File: config.mk
export PLATFORM = sky130hd
export DESIGN_NAME = expr_chain_sequencer
export DESIGN_NICKNAME = d
export VERILOG_FILES = /design/src/rtl/expr_chain_sequencer.sv
export SDC_FILE = /design/constraint.sdc
export NUM_CORES = 1
export LEC_CHECK = 0
export CORE_UTILIZATION = 26
export CTS_CLUSTER_DIAMETER = 60
export DETAILED_ROUTE_END_ITERATION = 7
export GPL_ROUTABILITY_DRIVEN = 0
export PLACE_DENSITY = 0.43
export RECOVER_POWER = 50
export SKIP_CTS_REPAIR_TIMING = 1
export SYNTH_ARGS = -nofsm -noshare
export SYNTH_HDL_FRONTEND = slang
export SYNTH_SLANG_ARGS = --single-unit
File: constraint.sdc
create_clock -name clk -period 3.1 [get_ports clk]
set_clock_uncertainty 0.2 [all_clocks]
set_input_delay 0.31 -clock clk [delete_from_list [all_inputs] [get_ports clk]]
set_output_delay 0.31 -clock clk [all_outputs]
set_load 0.03 [all_outputs]
File: src/rtl/expr_chain_sequencer.sv
// Iterates acc = acc*K + d for N_STEPS cycles per accepted operand and
// presents the truncated 19-bit result with a sticky overflow flag.
//
// state | meaning
// IDLE  | waiting for an operand; in_ready high unless abort
// STEP  | one multiply-accumulate step per cycle
// DONE  | result presented until the consumer takes it or abort
module expr_chain_sequencer #(
    parameter logic [4:0]  K       = 5'd13,
    parameter int unsigned N_STEPS = 4
) (
    input  logic        clk,
    input  logic        rst_n,
    input  logic        in_valid,
    input  logic [3:0]  in_data,
    output logic        in_ready,
    input  logic        abort,
    output logic        out_valid,
    input  logic        out_ready,
    output logic [18:0] out_data,
    output logic        out_ovf,
    output logic        busy,
    output logic [7:0]  ops_done
);

    typedef enum logic [1:0] {
        IDLE = 2'd0,
        STEP = 2'd1,
        DONE = 2'd2
    } state_t;

    localparam logic [3:0] LAST_STEP = 4'(N_STEPS - 1);

    state_t      state_q, state_d;
    logic [18:0] acc_q, acc_d;
    logic [3:0]  d_q, d_d;
    logic [3:0]  step_q, step_d;
    logic        ovf_q, ovf_d;
    logic [7:0]  ops_q, ops_d;
    logic [23:0] full;
    logic        accept;

    // Widest product is (2^19-1)*31 + 15, which always fits in 24 bits.
    assign full = ({5'd0, acc_q} * {19'd0, K}) + {20'd0, d_q};

    assign in_ready  = (state_q == IDLE) & ~abort;
    assign accept    = in_valid & in_ready;
    assign out_valid = (state_q == DONE);
    assign out_data  = acc_q;
    assign out_ovf   = ovf_q;
    assign busy      = (state_q != IDLE);
    assign ops_done  = ops_q;

    always_comb begin
        state_d = state_q;
        acc_d   = acc_q;
        d_d     = d_q;
        step_d  = step_q;
        ovf_d   = ovf_q;
        ops_d   = ops_q;
        case (state_q)
            IDLE: begin
                if (accept) begin
                    d_d     = in_data;
                    acc_d   = {15'd0, in_data};
                    step_d  = 4'd0;
                    ovf_d   = 1'b0;
                    state_d = STEP;
                end
            end
            STEP: begin
                if (abort) begin
                    state_d = IDLE;
                end else begin
                    acc_d  = full[18:0];
                    ovf_d  = ovf_q | (full[23:19] != 5'd0);
                    step_d = step_q + 4'd1;
                    if (step_q == LAST_STEP) begin
                        state_d = DONE;
                    end
                end
            end
            DONE: begin
                // Abort wins over a simultaneous handshake.
                if (abort) begin
                    state_d = IDLE;
                end else if (out_ready) begin
                    state_d = IDLE;
                    ops_d   = ops_q + 8'd1;
                end
            end
            default: begin
                state_d = IDLE;
            end
        endcase
    end

    always_ff @(posedge clk) begin
        if (!rst_n) begin
            state_q <= IDLE;
            acc_q   <= 19'd0;
            d_q     <= 4'd0;
            step_q  <= 4'd0;
            ovf_q   <= 1'b0;
            ops_q   <= 8'd0;
        end else begin
            state_q <= state_d;
            acc_q   <= acc_d;
            d_q     <= d_d;
            step_q  <= step_d;
            ovf_q   <= ovf_d;
            ops_q   <= ops_d;
        end
    end

endmodule

==> impl_metrics.csv <==
group,metric,value,unit
status,status,"finished with violations",
status,violations,"negative setup slack",
routing,dr.pass1.iters,4,
global_routing,grt_max_degree,23,
setup_path,crit_top_cell,"ha_4",
clocking,cts.sinks,38,
setup_path,critPathMaxFanout,3,
layout,drive_above_1_share,34.6,%
global_routing,grt_pass1_vias,3087,
synth,synth.largest_area_cell,"ha_1",
floorplanning,start_util,26.7,%
sta,setup_violations,9,
clocking,cts_buffers,5,
synth,synthFlopType,"dfxtp_1",
floorplanning,die_h,119,um
clocking,clockRootBuffer,"clkbuf_16",
synth,synth_area_per_cell,9.39,um2
floorplanning,die_w,119,um
layout,seq_area,825,um2
routing,viasPerCell,4.58,
routing,drcViolationCount,0,
global_routing,grt_use_total,13.9,%
setup_path,cp.required,3.12,ns
place,io_buffers,39,
layout,syn_to_final_growth,55.1,%
clocking,path_clk_slew,0.07,ns
pwr,ir_drop,172,uV
pwr,power.total,1.47,mW
setup_path,crit_type,"reg2reg",
synth,ys_seq_area_share,21.5,%
sta,period_share,106,%
clocking,htree_num_levels,2,
place,post-dp-hpwl,7.52,mm
setup_path,crit_arrival,3.31,ns
synth,yosysTopAreaCellShare,24.0,%
layout,n_antenna_cell,0,
clocking,clockBufferDepth,2,
setup_path,critPathLaunchType,"flip-flop",
setup_path,crit_chain,"ha_4 > ha_4 > inv_2 > fa_1 > inv_2 > ha_4 > a211oi_4 > o21a_1 > o21ai_2 > a221oi_2 > o21ai_1 > xor2_1 > nand2_1 > a21boi_1",
routing,drt_iter0_markers,99,
sta,slew_headroom,40.9,%
clocking,insertion_delay,0.30,ns
sta,clock.fmax,0.304,GHz
global_routing,grt_pass1_wl,15.5,mm
worst_hold_path,worstHoldPathType,"reg2reg",
synth,synth_area_leaders,"ha_1 24%, dfxtp_1 21%, fa_1 9.6%",
routing,finalWirelength,9.43,mm
sta,finalCriticalPeriod,3.29,ns
floorplanning,fp.dieArea,0.0141,mm2
floorplanning,io_pins,40,
routing,vias,3039,
setup_path,cp-end-kind,"flip-flop",
layout,nets,581,
synth,async_flop_share,0,%
sta,drv_slew,0,
sta,hold_viol,0,
sta,tns,-1.05,ns
setup_path,cpPeakStageDelay,0.48,ns
floorplanning,num_rows,42,
synth,synth_edf_count,0,
pwr,power_density,268,mW/mm2
global_routing,overflow,0,
pwr,p_leak,2.48,nW
setup_path,crit_slowest_cell,"fa_1",
layout,utilization,41.4,%
sta,worstMarginPinSlew,0.887,ns
clocking,cts_tree,"yes",
synth,syn_inst,377,
layout,fin_area,0.00549,mm2
place,dpl_cell_area,0.00500,mm2
synth,synth_warnings,0,
synth,syn-cell-area,0.00354,mm2
layout,multi_input_area,0.00323,mm2
sta,grt_setup_unrepaired,"true",
floorplanning,core,0.0132,mm2
sta,worst_slack,-0.192,ns
run,maxCapViolCount,0,
routing,ant_nets,0,
global_routing,antenna_found_initial,0,
synth,synth_nets,471,
routing,wl_per_cell,14.2,um
synth,synth-seq-cells,38,
synth,synthDistinctLibCells,45,
layout,nFillCells,1296,
-- layer usage --
layer	vias to the layer above	part of all wire [%]	track usage [%]
li1	1563	-	-
met1	1443	50	18.8
met2	26	47	22.7
met3	7	2.1	2.36
met4	0	1.0	3.56
met5	-	0	0
-- cell type report --
| cell class | instances | share of cell area, % |
|---|---|---|
| clock buffer | 7 | 3.19 |
| tap | 176 | 4.01 |
| timing repair buffer | 112 | 17.2 |
| multi-input combinational | 306 | 58.8 |
| inverter | 24 | 1.64 |
| clock inverter | 1 | 0.160 |
| sequential | 38 | 15.0 |
-- critical path: cells and delay by family, from the launching register on --
family,cells,cell delay (ns)
and+or+nand+nor,1,0.07
adders and majority gates,4,1.21
DFF,1,0.36
buffers and inverters,2,0.08
xor gates and xnor gates,1,0.22
AOI/OAI and AO/OA,6,1.08
-- cell usage in the layout, fill, tap and decap left out, types with 15 or more instances in the layout --
| cell | Yosys | final |
|---|---|---|
| dfxtp_4 | 0 | 16 |
| nor2_1 | 16 | 16 |
| ha_1 | 68 | 35 |
| dlygate4sd3_1 | 0 | 16 |
| inv_1 | 24 | 21 |
| nand2_1 | 24 | 22 |
| fa_1 | 17 | 15 |
| xnor2_1 | 18 | 16 |
| ha_4 | 0 | 33 |
| buf_4 | 0 | 68 |
| nor2b_1 | 21 | 21 |
| clkdlybuf4s50_1 | 0 | 23 |
| dfxtp_1 | 38 | 19 |
-- flip-flops by register name, indices dropped and copies added, names as in the netlist --
signal and cells:
state_q 2, out_data 19, d_q 4, ops_done 8, step_q 4, out_ovf 1
-- metrics by stage --
step | hold slack [ns] | cells | setup slack, ns
6_report | 0.285 | 664 | -0.192
2_1_floorplan | 0.258 | 377 | -0.0967
3_3_place_gp | 0.276 | 651 | -0.372
5_1_grt | 0.317 | 664 | -0.357
3_5_place_dp | 0.283 | 651 | -0.385
4_1_cts | 0.294 | 659 | -0.396
-- cell usage after synthesis, types with 2 or more instances --
| library cell | number |
|---|---|
| ha_1 | 68 |
| dfxtp_1 | 38 |
| inv_1 | 24 |
| nand2_1 | 24 |
| nor2b_1 | 21 |
| a21oi_1 | 20 |
| xnor2_1 | 18 |
| fa_1 | 17 |
| nor2_1 | 16 |
| o21ai_0 | 12 |
| nand3_1 | 11 |
| a22oi_1 | 9 |
| xor2_1 | 9 |
| and2_1 | 8 |
| mux2i_1 | 8 |
| a211oi_1 | 6 |
| a21o_1 | 6 |
| clkbuf_1 | 6 |
| o21a_1 | 5 |
| and3_1 | 4 |
| nand4_1 | 4 |
| o211ai_1 | 4 |
| a21boi_0 | 3 |
| and4_1 | 3 |
| buf_2 | 3 |
| nand2b_1 | 3 |
| nor3_1 | 3 |
| o211a_1 | 3 |
| a21oi_4 | 2 |
| a31oi_1 | 2 |
| o31ai_1 | 2 |
| or2_2 | 2 |
-- path summary, 6_finish.rpt --
check,start,to,slack (ns),depth (start not counted)
worst min-delay path,step_q[1],step_q[1],0.29,2
worst min register to register,step_q[1],step_q[1],0.29,2
worst max-delay path,out_data[1],out_data[17],-0.19,14
worst max register to register,out_data[1],out_data[17],-0.19,14
-- logic make-up after synthesis --
group / share of synthesized area [%]
buffers and inverters: 3.61
xor gates and xnor gates: 6.68
DFF: 21.5
AOI/OAI and AO/OA: 17.5
adders and majority gates: 33.7
muxes: 2.26
and+or+nand+nor: 14.8
-- where the power goes --
group          leakage (nW)  internal [mW]  switching (mW)
Clock                0.0904          0.398           0.237
Sequential            0.321          0.490          0.0130
Combinational          2.07          0.165           0.167
(Power assumes the default switching activity.)
